`src/rtl/u_adc_dly_cal_pkg.sv`:
```
// ---------------------------------------------------------------------------
// u_adc_dly_cal_pkg
// Shared constants for the LVDS ADC IDELAY calibration engine: lane count,
// tap width, phase lengths, fallback tap and the FSM state encoding.
// No ports.
// ---------------------------------------------------------------------------
package u_adc_dly_cal_pkg;

   localparam int unsigned CAL_NUM_LANES   = 7;
   localparam int unsigned CAL_TAP_W       = 5;
   localparam int unsigned CAL_SETTLE_CYC  = 16;
   localparam int unsigned CAL_SAMPLE_CYC  = 64;
   localparam int unsigned CAL_DEFAULT_TAP = 16;

   typedef enum logic [3:0] {
      ST_IDLE,
      ST_WAIT_RDY,
      ST_LOAD,
      ST_SETTLE,
      ST_SAMPLE,
      ST_EVAL,
      ST_CENTER,
      ST_APPLY,
      ST_SETTLE_F,
      ST_DONE
   } cal_state_t;

endpackage

```
`src/rtl/u_adc_dly_cal_if.sv`:
```
// ---------------------------------------------------------------------------
// u_adc_dly_cal_if
// Per-lane IDELAY load bus between the calibration engine (master) and the
// delay elements (slave).
//   up_dld     : per-lane 1-cycle tap-load strobe          (master -> slave)
//   up_dwdata  : tap values, lane k in [k*TAP_W +: TAP_W]  (master -> slave)
//   up_drdata  : tap readback, same packing                (slave -> master)
// ---------------------------------------------------------------------------
interface u_adc_dly_cal_if #(
   parameter int unsigned NUM_LANES = 7,
   parameter int unsigned TAP_W     = 5
);

   logic [NUM_LANES-1:0]       up_dld;
   logic [TAP_W*NUM_LANES-1:0] up_dwdata;
   logic [TAP_W*NUM_LANES-1:0] up_drdata;

   modport master (
      output up_dld,
      output up_dwdata,
      input  up_drdata
   );

   modport slave (
      input  up_dld,
      input  up_dwdata,
      output up_drdata
   );

endinterface

```
`src/rtl/u_adc_dly_cal_dly_eye_track.sv`:
```
// ---------------------------------------------------------------------------
// dly_eye_track
// Tracks the current run of passing taps and the widest run seen so far for
// one lane sweep.
//   clk, rst   : clock, asynchronous active-high reset
//   clr        : synchronous clear of all run/best state (start of a lane)
//   step       : one tap result is presented on pass/tap
//   pass       : the tap passed
//   last       : this is the final tap; close the run after updating it
//   tap        : tap being evaluated
//   best_start : first tap of the widest window
//   best_len   : width of the widest window (0 = no passing tap)
// ---------------------------------------------------------------------------
module dly_eye_track #(
   parameter int unsigned TAP_W = 5
) (
   input  logic             clk,
   input  logic             rst,
   input  logic             clr,
   input  logic             step,
   input  logic             pass,
   input  logic             last,
   input  logic [TAP_W-1:0] tap,
   output logic [TAP_W-1:0] best_start,
   output logic [TAP_W:0]   best_len
);

   logic [TAP_W-1:0] run_start;
   logic [TAP_W:0]   run_len;
   logic [TAP_W-1:0] run_start_n;
   logic [TAP_W:0]   run_len_n;
   logic             close_run;

   // Run state after this tap, before any close.
   always_comb begin
      run_start_n = run_start;
      run_len_n   = run_len;
      if (pass) begin
         run_len_n = run_len + (TAP_W+1)'(1);
         if (run_len == '0) begin
            run_start_n = tap;
         end
      end
   end

   assign close_run = !pass || last;

   always_ff @(posedge clk or posedge rst) begin
      if (rst) begin
         run_start  <= '0;
         run_len    <= '0;
         best_start <= '0;
         best_len   <= '0;
      end else if (clr) begin
         run_start  <= '0;
         run_len    <= '0;
         best_start <= '0;
         best_len   <= '0;
      end else if (step) begin
         if (close_run) begin
            // Strict compare: an equal-width later window never replaces the earlier one.
            if (run_len_n > best_len) begin
               best_start <= run_start_n;
               best_len   <= run_len_n;
            end
            run_len <= '0;
         end else begin
            run_start <= run_start_n;
            run_len   <= run_len_n;
         end
      end
   end

endmodule

```
`src/rtl/u_adc_dly_cal.sv`:
```
// ---------------------------------------------------------------------------
// u_adc_dly_cal
// Automatic IDELAY calibration for the LVDS ADC capture lanes. Per lane it
// sweeps every tap, compares captured data with the training pattern, finds
// the widest passing window and loads its centre.
//   i_delay_clk    : clock (IDELAYCTRL reference)
//   i_clr          : asynchronous active-high reset
//   i_start        : 1-cycle start pulse, ignored while busy
//   i_delay_locked : IDELAYCTRL ready
//   i_pattern      : expected captured word, 2 bits per lane
//   i_lane_data    : captured word, 2 bits per lane
//   up             : IDELAY load bus (master side)
//   o_busy         : calibration in progress
//   o_done         : sticky completion flag, cleared by i_start
//   o_abort        : sticky lock-lost flag, cleared by i_start
//   o_err          : per lane, no passing tap or readback mismatch
//   o_tap          : final tap per lane, lane k in [k*TAP_W +: TAP_W]
// ---------------------------------------------------------------------------
module u_adc_dly_cal
   import u_adc_dly_cal_pkg::*;
#(
   parameter int unsigned NUM_LANES   = CAL_NUM_LANES,
   parameter int unsigned TAP_W       = CAL_TAP_W,
   parameter int unsigned SETTLE_CYC  = CAL_SETTLE_CYC,
   parameter int unsigned SAMPLE_CYC  = CAL_SAMPLE_CYC,
   parameter int unsigned DEFAULT_TAP = CAL_DEFAULT_TAP
) (
   input  logic                       i_delay_clk,
   input  logic                       i_clr,
   input  logic                       i_start,
   input  logic                       i_delay_locked,
   input  logic [2*NUM_LANES-1:0]     i_pattern,
   input  logic [2*NUM_LANES-1:0]     i_lane_data,
   u_adc_dly_cal_if.master            up,
   output logic                       o_busy,
   output logic                       o_done,
   output logic                       o_abort,
   output logic [NUM_LANES-1:0]       o_err,
   output logic [TAP_W*NUM_LANES-1:0] o_tap
);

   localparam int unsigned LANE_W  = (NUM_LANES > 1) ? $clog2(NUM_LANES) : 1;
   localparam int unsigned MAX_CYC = (SETTLE_CYC > SAMPLE_CYC) ? SETTLE_CYC : SAMPLE_CYC;
   localparam int unsigned CNT_W   = $clog2(MAX_CYC) + 1;

   cal_state_t                 state;
   logic [LANE_W-1:0]          lane;
   logic [TAP_W-1:0]           tap;
   logic [CNT_W-1:0]           cnt;
   logic                       fail;
   logic [NUM_LANES-1:0]       dld;
   logic [TAP_W*NUM_LANES-1:0] dwdata;

   logic [TAP_W-1:0] best_start;
   logic [TAP_W:0]   best_len;
   logic [TAP_W-1:0] rb_tap;
   logic [TAP_W-1:0] center_tap;
   logic             lane_ok;
   logic             settle_last;
   logic             sample_last;
   logic             lock_lost;
   logic             eye_clr;
   logic             eye_step;

   assign up.up_dld    = dld;
   assign up.up_dwdata = dwdata;

   assign rb_tap      = up.up_drdata[lane*TAP_W +: TAP_W];
   assign lane_ok     = (i_lane_data[lane*2 +: 2] == i_pattern[lane*2 +: 2]);
   assign settle_last = (cnt == CNT_W'(SETTLE_CYC - 1));
   assign sample_last = (cnt == CNT_W'(SAMPLE_CYC - 1));
   assign lock_lost   = (state != ST_IDLE) && (state != ST_WAIT_RDY) && !i_delay_locked;

   // Eye state is wiped at the start of every run and once the lane's centre is applied.
   assign eye_clr  = (state == ST_WAIT_RDY) || (state == ST_APPLY);
   assign eye_step = (state == ST_EVAL);

   // best_start + floor(best_len/2); a window always ends by the top tap, so no overflow.
   assign center_tap = (best_len == '0) ? TAP_W'(DEFAULT_TAP)
                                        : best_start + best_len[TAP_W:1];

   dly_eye_track #(
      .TAP_W (TAP_W)
   ) u_eye (
      .clk        (i_delay_clk),
      .rst        (i_clr),
      .clr        (eye_clr),
      .step       (eye_step),
      .pass       (!fail),
      .last       (tap == '1),
      .tap        (tap),
      .best_start (best_start),
      .best_len   (best_len)
   );

   // Load strobes are issued on the edge entering LOAD/APPLY, so o_up_dld is
   // high exactly while the FSM sits in that one-cycle state.
   always_ff @(posedge i_delay_clk or posedge i_clr) begin
      if (i_clr) begin
         state   <= ST_IDLE;
         lane    <= '0;
         tap     <= '0;
         cnt     <= '0;
         fail    <= 1'b0;
         dld     <= '0;
         dwdata  <= '0;
         o_busy  <= 1'b0;
         o_done  <= 1'b0;
         o_abort <= 1'b0;
         o_err   <= '0;
         o_tap   <= '0;
      end else begin
         dld <= '0;
         if (lock_lost) begin
            o_abort <= 1'b1;
            o_busy  <= 1'b0;
            state   <= ST_IDLE;
         end else begin
            case (state)
               ST_IDLE: begin
                  if (i_start) begin
                     o_done  <= 1'b0;
                     o_abort <= 1'b0;
                     o_err   <= '0;
                     lane    <= '0;
                     tap     <= '0;
                     o_busy  <= 1'b1;
                     state   <= ST_WAIT_RDY;
                  end
               end
               ST_WAIT_RDY: begin
                  if (i_delay_locked) begin
                     dld[lane]                       <= 1'b1;
                     dwdata[lane*TAP_W +: TAP_W]     <= tap;
                     state                           <= ST_LOAD;
                  end
               end
               ST_LOAD: begin
                  cnt   <= '0;
                  state <= ST_SETTLE;
               end
               ST_SETTLE: begin
                  cnt <= cnt + CNT_W'(1);
                  if (settle_last) begin
                     if (rb_tap != tap) begin
                        o_err[lane] <= 1'b1;
                     end
                     cnt   <= '0;
                     fail  <= 1'b0;
                     state <= ST_SAMPLE;
                  end
               end
               ST_SAMPLE: begin
                  cnt <= cnt + CNT_W'(1);
                  if (!lane_ok) begin
                     fail <= 1'b1;
                  end
                  if (sample_last) begin
                     state <= ST_EVAL;
                  end
               end
               ST_EVAL: begin
                  if (tap == '1) begin
                     state <= ST_CENTER;
                  end else begin
                     tap                         <= tap + TAP_W'(1);
                     dld[lane]                   <= 1'b1;
                     dwdata[lane*TAP_W +: TAP_W] <= tap + TAP_W'(1);
                     state                       <= ST_LOAD;
                  end
               end
               ST_CENTER: begin
                  if (best_len == '0) begin
                     o_err[lane] <= 1'b1;
                  end
                  tap                         <= center_tap;
                  dld[lane]                   <= 1'b1;
                  dwdata[lane*TAP_W +: TAP_W] <= center_tap;
                  o_tap[lane*TAP_W +: TAP_W]  <= center_tap;
                  state                       <= ST_APPLY;
               end
               ST_APPLY: begin
                  cnt   <= '0;
                  state <= ST_SETTLE_F;
               end
               ST_SETTLE_F: begin
                  cnt <= cnt + CNT_W'(1);
                  if (settle_last) begin
                     if (rb_tap != tap) begin
                        o_err[lane] <= 1'b1;
                     end
                     cnt <= '0;
                     if (lane == LANE_W'(NUM_LANES - 1)) begin
                        state <= ST_DONE;
                     end else begin
                        lane                              <= lane + LANE_W'(1);
                        tap                               <= '0;
                        dld[lane + LANE_W'(1)]            <= 1'b1;
                        dwdata[(lane + LANE_W'(1))*TAP_W +: TAP_W] <= '0;
                        state                             <= ST_LOAD;
                     end
                  end
               end
               ST_DONE: begin
                  o_busy <= 1'b0;
                  o_done <= 1'b1;
                  state  <= ST_IDLE;
               end
               default: state <= ST_IDLE;
            endcase
         end
      end
   end

endmodule

```
`src/flat_wrapper.sv`:
```
// flat-port wrapper written by rule: the top's interface ports become plain ports
module u_adc_dly_cal_flat import u_adc_dly_cal_pkg::*;
#(
   parameter int unsigned NUM_LANES   = CAL_NUM_LANES,
   parameter int unsigned TAP_W       = CAL_TAP_W,
   parameter int unsigned SETTLE_CYC  = CAL_SETTLE_CYC,
   parameter int unsigned SAMPLE_CYC  = CAL_SAMPLE_CYC,
   parameter int unsigned DEFAULT_TAP = CAL_DEFAULT_TAP
)
  (i_delay_clk, i_clr, i_start, i_delay_locked, i_pattern, i_lane_data, o_busy, o_done, o_abort, o_err, o_tap, up_up_dld, up_up_dwdata, up_up_drdata);
  u_adc_dly_cal_if #(.NUM_LANES(NUM_LANES), .TAP_W(TAP_W)) up_i ();
  input  logic i_delay_clk;
  input  logic i_clr;
  input  logic i_start;
  input  logic i_delay_locked;
  input  logic [2*NUM_LANES-1:0] i_pattern;
  input  logic [2*NUM_LANES-1:0] i_lane_data;
  output logic o_busy;
  output logic o_done;
  output logic o_abort;
  output logic [NUM_LANES-1:0] o_err;
  output logic [TAP_W*NUM_LANES-1:0] o_tap;
  output wire logic [$bits(up_i.up_dld)-1:0] up_up_dld;
  output wire logic [$bits(up_i.up_dwdata)-1:0] up_up_dwdata;
  input wire logic [$bits(up_i.up_drdata)-1:0] up_up_drdata;
  assign up_up_dld = up_i.up_dld;
  assign up_up_dwdata = up_i.up_dwdata;
  assign up_i.up_drdata = up_up_drdata;
  u_adc_dly_cal #(.NUM_LANES(NUM_LANES), .TAP_W(TAP_W), .SETTLE_CYC(SETTLE_CYC), .SAMPLE_CYC(SAMPLE_CYC), .DEFAULT_TAP(DEFAULT_TAP)) u_core (.i_delay_clk(i_delay_clk), .i_clr(i_clr), .i_start(i_start), .i_delay_locked(i_delay_locked), .i_pattern(i_pattern), .i_lane_data(i_lane_data), .up(up_i), .o_busy(o_busy), .o_done(o_done), .o_abort(o_abort), .o_err(o_err), .o_tap(o_tap));
endmodule
```
`config.mk`:
```
export PLATFORM = sky130hd
export DESIGN_NAME = u_adc_dly_cal_flat
export DESIGN_NICKNAME = d
export VERILOG_FILES = /design/src/rtl/u_adc_dly_cal_pkg.sv /design/src/rtl/u_adc_dly_cal_if.sv /design/src/rtl/u_adc_dly_cal_dly_eye_track.sv /design/src/rtl/u_adc_dly_cal.sv /design/src/flat_wrapper.sv
export SDC_FILE = /design/constraint.sdc
export NUM_CORES = 1
export LEC_CHECK = 0
export CORE_ASPECT_RATIO = 1.25
export CORE_UTILIZATION = 40
export DETAILED_ROUTE_END_ITERATION = 8
export PLACE_DENSITY = 0.69
export SYNTH_ARGS = -nofsm -noshare
export SYNTH_HDL_FRONTEND = slang
export SYNTH_SLANG_ARGS = --single-unit
```
`constraint.sdc`:
```
create_clock -name i_delay_clk -period 5.3 [get_ports i_delay_clk]
set_clock_uncertainty 0.1 [all_clocks]
set_input_delay 1.06 -clock i_delay_clk [delete_from_list [all_inputs] [get_ports i_delay_clk]]
set_output_delay 1.06 -clock i_delay_clk [all_outputs]
set_load 0.01 [all_outputs]
```
==> impl_results.md, run 1 <==
* Status: finished clean
* Initial Util at 0.405
* Pleak at 4.63 nW
* Total number of vias at roughly 8.3k
* Number of distinct library cells after synthesis at just over 80
* Initial antenna violation count at 0
* CP required at roughly 5.5 ns
* Detail Route Antenna Nets at 0
* Min-Delay Path Depth at 2
* Synth top area share at 0.371
* Ys flop type: dfrtp_1
* Total track usage at 0.249
* Synthesized Nets at roughly 1.1k
* Core area at about 21000 sq um
* Synth area leader: dfrtp_1
* Crit path from: u_core.lane[1]$_DFFE_PP0P_
* Share of post-route cells with drive strength above 1 at 0.0935
* Die width at around 130 microns
* Vias in the first global route at roughly 8.0k
* Cell Pwr Density at 302 nW/um^2
* Crit path DAT at roughly 5 ns
* First-pass GRT wire length at 43.4 mm
* Vias/cell at 5.87
* Post-Layout Cell Count at roughly 1.4k
* Chip Height at around 170 microns
* Most used cell, CP: ha_1
* Worst Hold Class: flop to flop
* Gpl congestion at approximately 0.93
* CP Launch Type: flop
* Final hold vios at 0
* Detailed Place HPWL at 20.5 mm
* # hold bufs at CTS at 0
* Ports at about 150
* CTS tree: yes
* H-tree Lvls at 4
* Yosys warning count at 0
* Sum Neg Setup Slack at 0 ns
* Fillers at approximately 2.1k
* Register-to-Register Path Depth at 14
* Max VDD drop at 0.248 mV
* Sequential area share after synthesis at 0.371
* Initial DRC count at between 700 and 800
* IO Port Bufs at about 150
* Skew-Pair Late Insertion Delay at ~0.43 ns
* Slowest cell delay on critical path at between 0.7 and 0.8 ns
* Cells after synthesis at 990
* Worst Hold Launch: u_core.o_tap[19]$_DFFE_PP0P_
* CTS root buffer: clkbuf_16
* Worst hold endpoint: u_core.o_tap[19]$_DFFE_PP0P_
* Max cap viols at 0
* Post-DR wirelength/cell at 19.4 microns
* #FFs+latches synth at 129
* Fin crit period at approximately 4.7 ns
* Ant diodes at 0
* Endpoint of the worst-slack reg-to-reg timing path: u_core.up.up_dwdata[34]$_DFFE_PP0P_
* Fin nets at 1217
* CP endpoint kind: flop
* Tot Pwr at around 3.3 mW
* Area growth, synth to finish at 26.3%
* Kind of critical path: flop to flop
* Relative slew slack at 0.323
* Crit path max-delay family: adder cells
* Total routed wirelength at around 27 mm
* Period Utilization, post-route at 0.894
* Post-cts repair resize count at 0
* CTS clk-pin slew, worst paths at 0.06 ns
* Total grt overflow at 0
* R2R Path Start: u_core.lane[1]$_DFFE_PP0P_
* Cell chain of the critical path: buf_4 > clkinv_1 > ha_1 > ha_1 > ha_1 > fa_1 > nor3_1 > nor2b_1 > and2_1 > ha_1 > nor3b_2 > nand2_1 > o311ai_0 > o21ai_1
* Count leader, synth: nand2_1
* Cell Area, Synth at just under 9000 sq um
* DRC at 0
* Crit-path max FO at 23
* Synth top area cells: dfrtp_1, nand2_1, o21ai_0
* Register-to-Register Setup Slack at 0.56 ns
* Syn avg cell area at between 8 and 9 sq um
* Die area at 22400 sq um
* Largest net degree at the start of global routing at a little under 80
* CTS Buf Count at 17
* Row count at 60
* Deepest clock path buffer count at 2
* Post-CTS setup repair buffer count at 0
* Post-synth top cells: nand2_1, dfrtp_1, nor2_1, o21ai_0, a21oi_1
* RSZ-0062 raised after global routing: no
* DRT Pass-1 Iters at 6
* Final setup viols at 0
* Slowest stage cell, crit path: nor3b_2
* Pin slew with the least headroom to its limit at 1.02 ns
* DP Cell Count at ~1.4k
* Max Clock Freq at 0.211 GHz
* Async set or reset register ratio after synthesis at 1.00
* CP bufs+invs at 2
* Total clock sinks at between 100 and 150
* Number of enable flip-flop cells after synthesis at 0
* Max-slew violations at 0
cell usage in the layout (no fill, tap or decap), types with 17 or more instances in the layout:
| master | count |
|---|---|
| a21oi_1 | 64 |
| and2_1 | 19 |
| clkbuf_16 | 17 |
| clkdlybuf4s50_1 | 153 |
| dfrtp_1 | 128 |
| ha_1 | 27 |
| inv_1 | 25 |
| mux2_2 | 26 |
| mux2i_1 | 31 |
| nand2_1 | 133 |
| nand3_1 | 18 |
| nor2_1 | 79 |
| nor3_1 | 19 |
| o21ai_0 | 71 |
| o21ai_1 | 26 |
| xnor2_1 | 19 |
worst max-delay path by stage:
stage,endpoint,cells after the start
CTS,u_core.up.up_dwdata[34]$_DFFE_PP0P_,14
floorplan,u_core.up.up_dwdata[4]$_DFFE_PP0P_,19
detailed placement,u_core.up.up_dwdata[34]$_DFFE_PP0P_,14
global placement,u_core.up.up_dwdata[34]$_DFFE_PP0P_,14
global route,u_core.up.up_dwdata[34]$_DFFE_PP0P_,14
finish,u_core.up.up_dwdata[34]$_DFFE_PP0P_,14
cell families after synthesis:
group                      after synthesis  synth area share
buffers and inverters                   83            0.0421
adders and majority gates               29            0.0434
xor gates and xnor gates                34            0.0381
AOI/OAI and AO/OA                      303             0.227
and+or+nand+nor                        352             0.201
muxes                                   60            0.0770
DFF                                    129             0.371
through the flow:
stage           util  hold WS (ns)  area [sq um]  setup WS, ns
2_1_floorplan      -         0.376          8700         0.581
3_3_place_gp   0.486         0.364         10400         0.733
3_5_place_dp   0.486         0.370         10400         0.655
4_1_cts        0.512         0.384         11000         0.630
5_1_grt        0.512         0.420         11000         0.141
6_report       0.512         0.374         11000         0.562
area by class of cell:
cell class | count | area [sq um] | area share
clock buffer | 20 | 457 | 0.0415
clock inverter | 12 | 98.8 | 0.00899
inverter | 28 | 108 | 0.00979
multi-input combinational | 778 | 5110 | 0.465
sequential | 129 | 3230 | 0.294
tap | 279 | 349 | 0.0318
timing repair buffer | 167 | 1640 | 0.149
worst register-to-register path: cells and delay by family, from the launching register on:
kind                       cells  cell delay (ns)
AOI/OAI and AO/OA              2             0.41
DFF                            1             0.35
buffers and inverters          2             0.61
adders and majority gates      5             1.60
and+or+nand+nor                5             1.54
power by group:
group          switching (mW)  internal (mW)  leakage, nW  total, mW
sequential              0.143           1.07         1.76       1.22
combinational           0.584          0.400         2.61      0.984
clock                   0.485          0.631        0.262       1.12
routing by layer:
layer | vias to the layer above | share of wire | global-route usage
met5 | - | 0 | 0
met4 | 0 | 0.031 | 0.112
met3 | 63 | 0.068 | 0.0423
met2 | 390 | 0.49 | 0.412
met1 | 3977 | 0.41 | 0.317
li1 | 3865 | - | -
registers in the layout, indices dropped and copies added (netlist names):
name                     count
u_core.lane                  3
u_core.u_eye.best_start      5
u_core.o_abort               1
u_core.u_eye.best_len        6
u_core.o_err                 7
u_core.up.up_dld             7
u_core.cnt                   7
u_core.o_tap                35
u_core.o_busy                1
u_core.o_done                1
u_core.u_eye.run_len         6
u_core.tap                   5
u_core.u_eye.run_start       5
u_core.fail                  1
u_core.up.up_dwdata         35
u_core.state                 4
No activity file was read; power rests on OpenSTA's default activity.
==> run 2, diff against run 1 <==
--- a/config.mk
+++ b/config.mk
@@ -5,10 +5,11 @@
 export SDC_FILE = /design/constraint.sdc
 export NUM_CORES = 1
 export LEC_CHECK = 0
+export CAP_MARGIN = 15
 export CORE_ASPECT_RATIO = 1.25
-export CORE_UTILIZATION = 40
+export CORE_UTILIZATION = 50
 export DETAILED_ROUTE_END_ITERATION = 8
-export PLACE_DENSITY = 0.69
+export PLACE_DENSITY = 0.81
 export SYNTH_ARGS = -nofsm -noshare
 export SYNTH_HDL_FRONTEND = slang
 export SYNTH_SLANG_ARGS = --single-unit
==> run 2 against run 1 <==
Effect of this change: critical path type unchanged; critical endpoint unchanged; final cell count down 4.3%; global-route usage is 6.6 points higher; register-to-register slack lost 0.05 ns; design area decreased by 0.58%; utilization increased by 13 points; clock power grew 4%.
==> impl_results.md, run 2 (synthesis results as in run 1) <==
* Status: finished clean
* CP Launch Type: flop
* Gate power share at 0.295 (-0.002)
* Most common cell after layout, fill and taps aside: clkdlybuf4s50_1
* Gpl congestion at 0.982 (+5.4%)
* Max cap viols at 0 (unchanged)
* Pleak at 4.64 nW (+0.23%)
* Fin nets at 1215 (-0.16%)
* Slowest cell delay on critical path at 0.78 ns (+0.05 ns)
* RSZ-0062 raised after global routing: no
* # hold bufs at CTS at 0 (unchanged)
* Chip Height at 150 microns (-10%)
* Total track usage at 0.316 (+0.0661)
* Total clock sinks at 129 (unchanged)
* Cell Pwr Density at 308 nW/um^2 (+2.0%)
* Worst hold slack at 0.378 ns (+0.00400 ns)
* CP required at 5.52 ns (about the same)
* Crit path DAT at 5.00 ns (+0.05 ns)
* Cell chain of the critical path: buf_4 > ha_1 > xnor2_1 > inv_1 > ha_1 > ha_1 > fa_1 > nor3_1 > nor2b_1 > and2_1 > ha_1 > nor3b_2 > nand2_1 > o311ai_0 > o21ai_1
* Post-DR wirelength/cell at 20.4 microns (+5.4%)
* CTS tree: yes
* Period Utilization, post-route at 0.903 (+0.00859)
* Ports at 154 (unchanged)
* Die area at 17900 sq um (-20%)
* Place WS at 0.663 ns (+0.00895 ns)
* IO Port Bufs at 153 (unchanged)
* Skew-Pair Late Insertion Delay at 0.44 ns (about the same)
* Initial antenna violation count at 0 (unchanged)
* Relative slew slack at 0.352 (+0.0293)
* Post-CTS setup repair buffer count at 0 (unchanged)
* Slowest stage cell, crit path: nor3b_2
* Max Clock Freq at 0.209 GHz (-0.95%)
* Total grt overflow at 0 (unchanged)
* Internal power at 2.10 mW (-0.47%)
* Pin slew with the least headroom to its limit at 0.969 ns (-0.0472 ns)
* Detail Route Antenna Nets at 0 (unchanged)
* Total routed wirelength at 27.6 mm (+0.86%)
* Register share of total power at 0.362 (-0.005)
* CTS root buffer: clkbuf_16
* Fillers at 1414 (-32%)
* Die width at 120 microns (-10%)
* Core area at 16900 sq um (-21%)
* Max-slew violations at 0 (unchanged)
* Post-cts repair resize count at 0 (unchanged)
* Most used cell, CP: ha_1
* Crit-path max FO at 13 (-43%)
* Share of post-route cells with drive strength above 1 at 0.0928 (-0.000718)
* CP endpoint kind: flop
* H-tree Lvls at 4 (unchanged)
* Final hold vios at 0 (unchanged)
* Deepest clock path buffer count at 2 (unchanged)
* Initial DRC count at 1015 (+32%)
* Worst Hold Class: flop to flop
* Ant diodes at 0 (unchanged)
* R2R Path Start: u_core.lane[1]$_DFFE_PP0P_
* Final setup viols at 0 (unchanged)
* Tot Pwr at 3.36 mW (+1.4%)
* DRT Pass-1 Iters at 6 (unchanged)
* Final WS setup at 0.516 ns (-0.0455 ns)
* Fin crit period at 4.78 ns (+0.0455 ns)
* Worst Hold Launch: u_core.o_tap[29]$_DFFE_PP0P_
* Kind of critical path: flop to flop
* Crit path from: u_core.lane[1]$_DFFE_PP0P_
* Register-to-Register Setup Slack at 0.52 ns (-0.05 ns)
* Row count at 53 (-12%)
* Sw Pwr at 1.27 mW (+4.7%)
* Most frequent cells in the layout: clkdlybuf4s50_1, nand2_1, dfrtp_1
* Detailed Place HPWL at 20.2 mm (-1.1%)
* Largest net degree at the start of global routing at 83 (+6.4%)
* Clock power share at 0.343 (+0.007)
* CTS Buf Count at 17 (unchanged)
* Sum Neg Setup Slack at 0 ns (unchanged)
* Footprint of the multi-input gates at 5110 sq um (unchanged)
* Net Sw Frac at 0.377 (+0.0117)
* Initial Util at 0.515 (+0.109)
* DRC at 0 (unchanged)
* First-pass GRT wire length at 44.2 mm (+1.6%)
* Vias in the first global route at 8130 (+1.8%)
* Vias/cell at 6.34 (+7.9%)
* Total number of vias at 8567 (+3.3%)
* Register area at 3230 sq um (unchanged)
* CTS clk-pin slew, worst paths at 0.07 ns (about the same)
* Area growth, synth to finish at 25.6%
* Max VDD drop at 0.247 mV (-0.55%)
[run 2: cell types whose count changed in the layout (fill, tap and decap cells not counted)]
cell	before	now
clkinv_8	0	1
buf_12	0	1
inv_6	4	5
buf_4	14	11
clkbuf_1	1	0
clkbuf_8	2	0
clkinvlp_4	4	2
inv_8	1	4
[run 2: metrics by stage]
stage	utilization	instances	cell area [sq um]
after detailed placement	0.613	1320	10400
after global routing	0.646	1352	10900
after CTS	0.646	1352	10900
after floorplan	-	990	8700
after global placement	0.613	1320	10400
final	0.646	1352	10900
[run 2: routing by layer]
layer / track usage / routed length (microns) / up-vias
met4: 0.136 / 1010 / 0
met3: 0.0720 / 2480 / 81
met1: 0.390 / 10800 / 4081
met2: 0.526 / 13400 / 522
li1: - / - / 3883
met5: 0 / 0 / -
[run 2: final timing paths]
check | endpoint | cells after the start
setup / recovery | u_core.up.up_dwdata[34]$_DFFE_PP0P_ | 15
hold / removal | u_core.o_tap[29]$_DFFE_PP0P_ | 2
setup reg to reg | u_core.up.up_dwdata[34]$_DFFE_PP0P_ | 15
hold reg to reg | u_core.o_tap[29]$_DFFE_PP0P_ | 2
max in group asynchronous | u_core.lane[0]$_DFFE_PP0P_ | 3
min in group asynchronous | u_core.o_tap[31]$_DFFE_PP0P_ | 2
[run 2: power groups by stage]
stage | clock [mW] | combinational [mW] | sequential, mW
after floorplan | 0 | 0.670 | 1.17
after global placement | 0 | 0.954 | 1.23
after detailed placement | 0 | 0.970 | 1.23
after CTS | 1.15 | 0.980 | 1.21
after global routing | 1.20 | 1.08 | 1.23
final | 1.16 | 0.992 | 1.22
[run 2: cell type report]
| cell class | instances | area share |
|---|---|---|
| multi-input combinational | 778 | 0.468 |
| sequential | 129 | 0.295 |
| timing repair buffer | 165 | 0.150 |
| clock buffer | 17 | 0.0389 |
| tap | 220 | 0.0252 |
| clock inverter | 15 | 0.0131 |
| inverter | 28 | 0.00985 |
[run 2: critical path: cells and delay by family, from the launching register on]
family / cells / cell delay [ns]
adder cells (fa/ha/maj): 5 / 1.42
AO/OA/AOI/OAI: 2 / 0.44
flip-flops: 1 / 0.38
XOR/XNOR: 1 / 0.44
buffers and inverters: 2 / 0.27
AND/OR/NAND/NOR: 5 / 1.61
==> run 3, diff against run 2 <==
--- a/config.mk
+++ b/config.mk
@@ -9,6 +9,7 @@
 export CORE_ASPECT_RATIO = 1.25
 export CORE_UTILIZATION = 50
 export DETAILED_ROUTE_END_ITERATION = 8
+export GPL_TIMING_DRIVEN = 0
 export PLACE_DENSITY = 0.81
 export SYNTH_ARGS = -nofsm -noshare
 export SYNTH_HDL_FRONTEND = slang
==> run 3 against run 2 <==
Effect of this change: sequential power fell by 6%; final cell count rose by 3.2%; global-route usage rose by 0.99 points; register-to-register slack got worse by 0.30 ns; critical endpoint is now u_core.up.up_dwdata[28]$_DFFE_PP0P_; largest power group is now clock.
==> impl_results.md, run 3 (synthesis results as in run 1) <==
* Initial Util at 0.515 (unchanged)
* M1 WL at 10.9 mm (+1.8%)
* Die area at 17900 sq um (unchanged)
* Area growth, synth to finish at 28.5%
* Ports at 154 (unchanged)
* Max-slew violations at 0 (unchanged)
* Fin crit period at 5.09 ns (+0.301 ns)
* CP Launch Type: flop
* Register-to-Register Setup Slack at 0.21 ns (-0.30 ns)
* Post-route cell area at 11200 sq um (+2.3%)
* DP Cell Count at 1364 (+3.3%)
* Sw Pwr at 1.23 mW (-2.9%)
* WL met3 at 2.32 mm (-6.5%)
* Final hold vios at 0 (unchanged)
* Final setup viols at 0 (unchanged)
* Total grt overflow at 0 (unchanged)
* Max cap viols at 0 (unchanged)
* Post-CTS setup repair buffer count at 0 (unchanged)
* Crit path DAT at 5.29 ns (+0.29 ns)
* First-pass GRT wire length at 45.5 mm (+2.9%)
* Pleak at 4.77 nW (+2.9%)
* Cell Pwr Density at 312 nW/um^2 (+1.2%)
* Final WS setup at 0.215 ns (-0.301 ns)
* Clock power share at 0.356 (+0.013)
* Gpl congestion at 0.965 (-1.8%)
* Worst Hold Class: flop to flop
* Largest net degree at the start of global routing at 70 (-16%)
* Initial DRC count at 843 (-17%)
* Worst hold slack at 0.382 ns (+0.00351 ns)
* DRT Pass-1 Iters at 6 (unchanged)
* Initial antenna violation count at 0 (unchanged)
* Tot Pwr at 3.49 mW (+3.6%)
* Net Sw Frac at 0.353 (-0.0238)
* Vias in the first global route at 8510 (+4.7%)
* CP endpoint kind: flop
* Deepest clock path buffer count at 2 (unchanged)
* Total routed wirelength at 28.2 mm (+2.1%)
* Max VDD drop at 0.243 mV (-1.8%)
* Core area at 16900 sq um (unchanged)
* CTS Buf Count at 17 (unchanged)
* Post-Layout Cell Count at 1395 (+3.2%)
* Total clock sinks at 129 (unchanged)
* Chip Height at 150 microns (unchanged)
* DR WL met2 at 13.9 mm (+4.0%)
* Most common cell after layout, fill and taps aside: clkdlybuf4s50_1
* Top Metal Used: met4
* CP required at 5.51 ns (about the same)
* Most frequent cells in the layout: clkdlybuf4s50_1, nand2_1, dfrtp_1
* Status: finished clean
* Area after DPL at 10500 sq um (+1.8%)
* Pin slew with the least headroom to its limit at 0.897 ns (-0.0714 ns)
* Fin nets at 1258 (+3.5%)
* CTS clk-pin slew, worst paths at 0.07 ns (about the same)
* Crit-path max FO at 19 (+6)
* Gate power share at 0.314 (+0.019)
* Period Utilization, post-route at 0.959 (+0.0568)
* RSZ-0062 raised after global routing: no
* Total number of vias at 8738 (+2.0%)
* Kind of critical path: flop to flop
* Internal power at 2.26 mW (+7.6%)
* Post-DR wirelength/cell at 20.2 microns (-1.1%)
* Relative slew slack at 0.398 (+0.0455)
* Max Clock Freq at 0.197 GHz (-5.9%)
* IO Port Bufs at 153 (unchanged)
* Skew-Pair Late Insertion Delay at 0.43 ns (about the same)
* Total track usage at 0.325 (+0.00990)
* Detailed Place HPWL at 21.5 mm (+6.3%)
* CTS root buffer: clkbuf_16
* Vias/cell at 6.26 (-1.1%)
* DRC at 0 (unchanged)
* Row count at 53 (unchanged)
* CTS tree: yes
* Detail Route Antenna Nets at 0 (unchanged)
* Die width at 120 microns (unchanged)
* Ant diodes at 0 (unchanged)
* Place WS at -0.463 ns (-1.13 ns)
* H-tree Lvls at 4 (unchanged)
* Share of post-route cells with drive strength above 1 at 0.104 (+0.0111)
* Register share of total power at 0.331 (-0.031)
run 3: worst paths after layout:
path                       cells past startpoint                         from                             endpoint
max                                           18   u_core.lane[0]$_DFFE_PP0P_  u_core.up.up_dwdata[28]$_DFFE_PP0P_
min                                            2  u_core.o_err[5]$_DFFE_PP0P_          u_core.o_err[5]$_DFFE_PP0P_
max reg2reg                                   18   u_core.lane[0]$_DFFE_PP0P_  u_core.up.up_dwdata[28]$_DFFE_PP0P_
min reg2reg                                    2  u_core.o_err[5]$_DFFE_PP0P_          u_core.o_err[5]$_DFFE_PP0P_
max in group asynchronous                      3                        i_clr            u_core.cnt[6]$_DFFE_PP0P_
min in group asynchronous                      2                        i_clr         u_core.o_tap[31]$_DFFE_PP0P_
run 3: power by group through the flow:
stage | Combinational (mW) | Clock (mW) | Sequential, mW
6_report | 1.09 | 1.24 | 1.15
5_1_grt | 1.20 | 1.29 | 1.17
4_1_cts | 1.08 | 1.24 | 1.15
3_5_place_dp | 1.07 | 0 | 1.17
3_3_place_gp | 1.06 | 0 | 1.17
2_1_floorplan | 0.670 | 0 | 1.17
run 3: final cells by class:
class / count / area (sq um)
well taps: 220 / 275
flip-flops and latches: 129 / 3230
multi-input cells: 778 / 5130
clock buffers: 18 / 439
plain buffers: 54 / 259
repair buffers: 154 / 1560
clock inverters: 14 / 178
inverters: 28 / 113
fillers: 1403 / 5720
run 3: metrics by stage:
step,setup TNS (ns),util
2_1_floorplan,0,-
3_3_place_gp,-154.22,0.622
3_5_place_dp,-9.28,0.624
4_1_cts,0,0.662
5_1_grt,0,0.661
6_report,0,0.661
run 3: worst max-delay path, cell delays in order, from the launching register on:
cell	delay [ns]
dfrtp_1	0.41
buf_4	0.21
buf_2	0.27
buf_4	0.35
inv_4	0.13
ha_1	0.35
ha_1	0.31
ha_1	0.22
fa_1	0.46
xnor2_4	0.27
nor2b_1	0.11
and2_1	0.17
ha_1	0.22
nor2_1	0.14
o21ai_0	0.21
o21ai_0	0.60
a21oi_1	0.17
o21ai_1	0.16
o21ai_1	0.07
run 3: routing by layer:
layer / global-route usage / vias to the layer above
li1: - / 3959
met1: 0.399 / 4219
met2: 0.551 / 473
met3: 0.0705 / 87
met4: 0.138 / 0
met5: 0 / -
run 3: what timing repair did:
action	CTS	global route
gates resized for setup	10	1
hold buffers	0	0
hold endpoints to repair	0	0
pin swaps	1	0
setup endpoints to repair	34	31
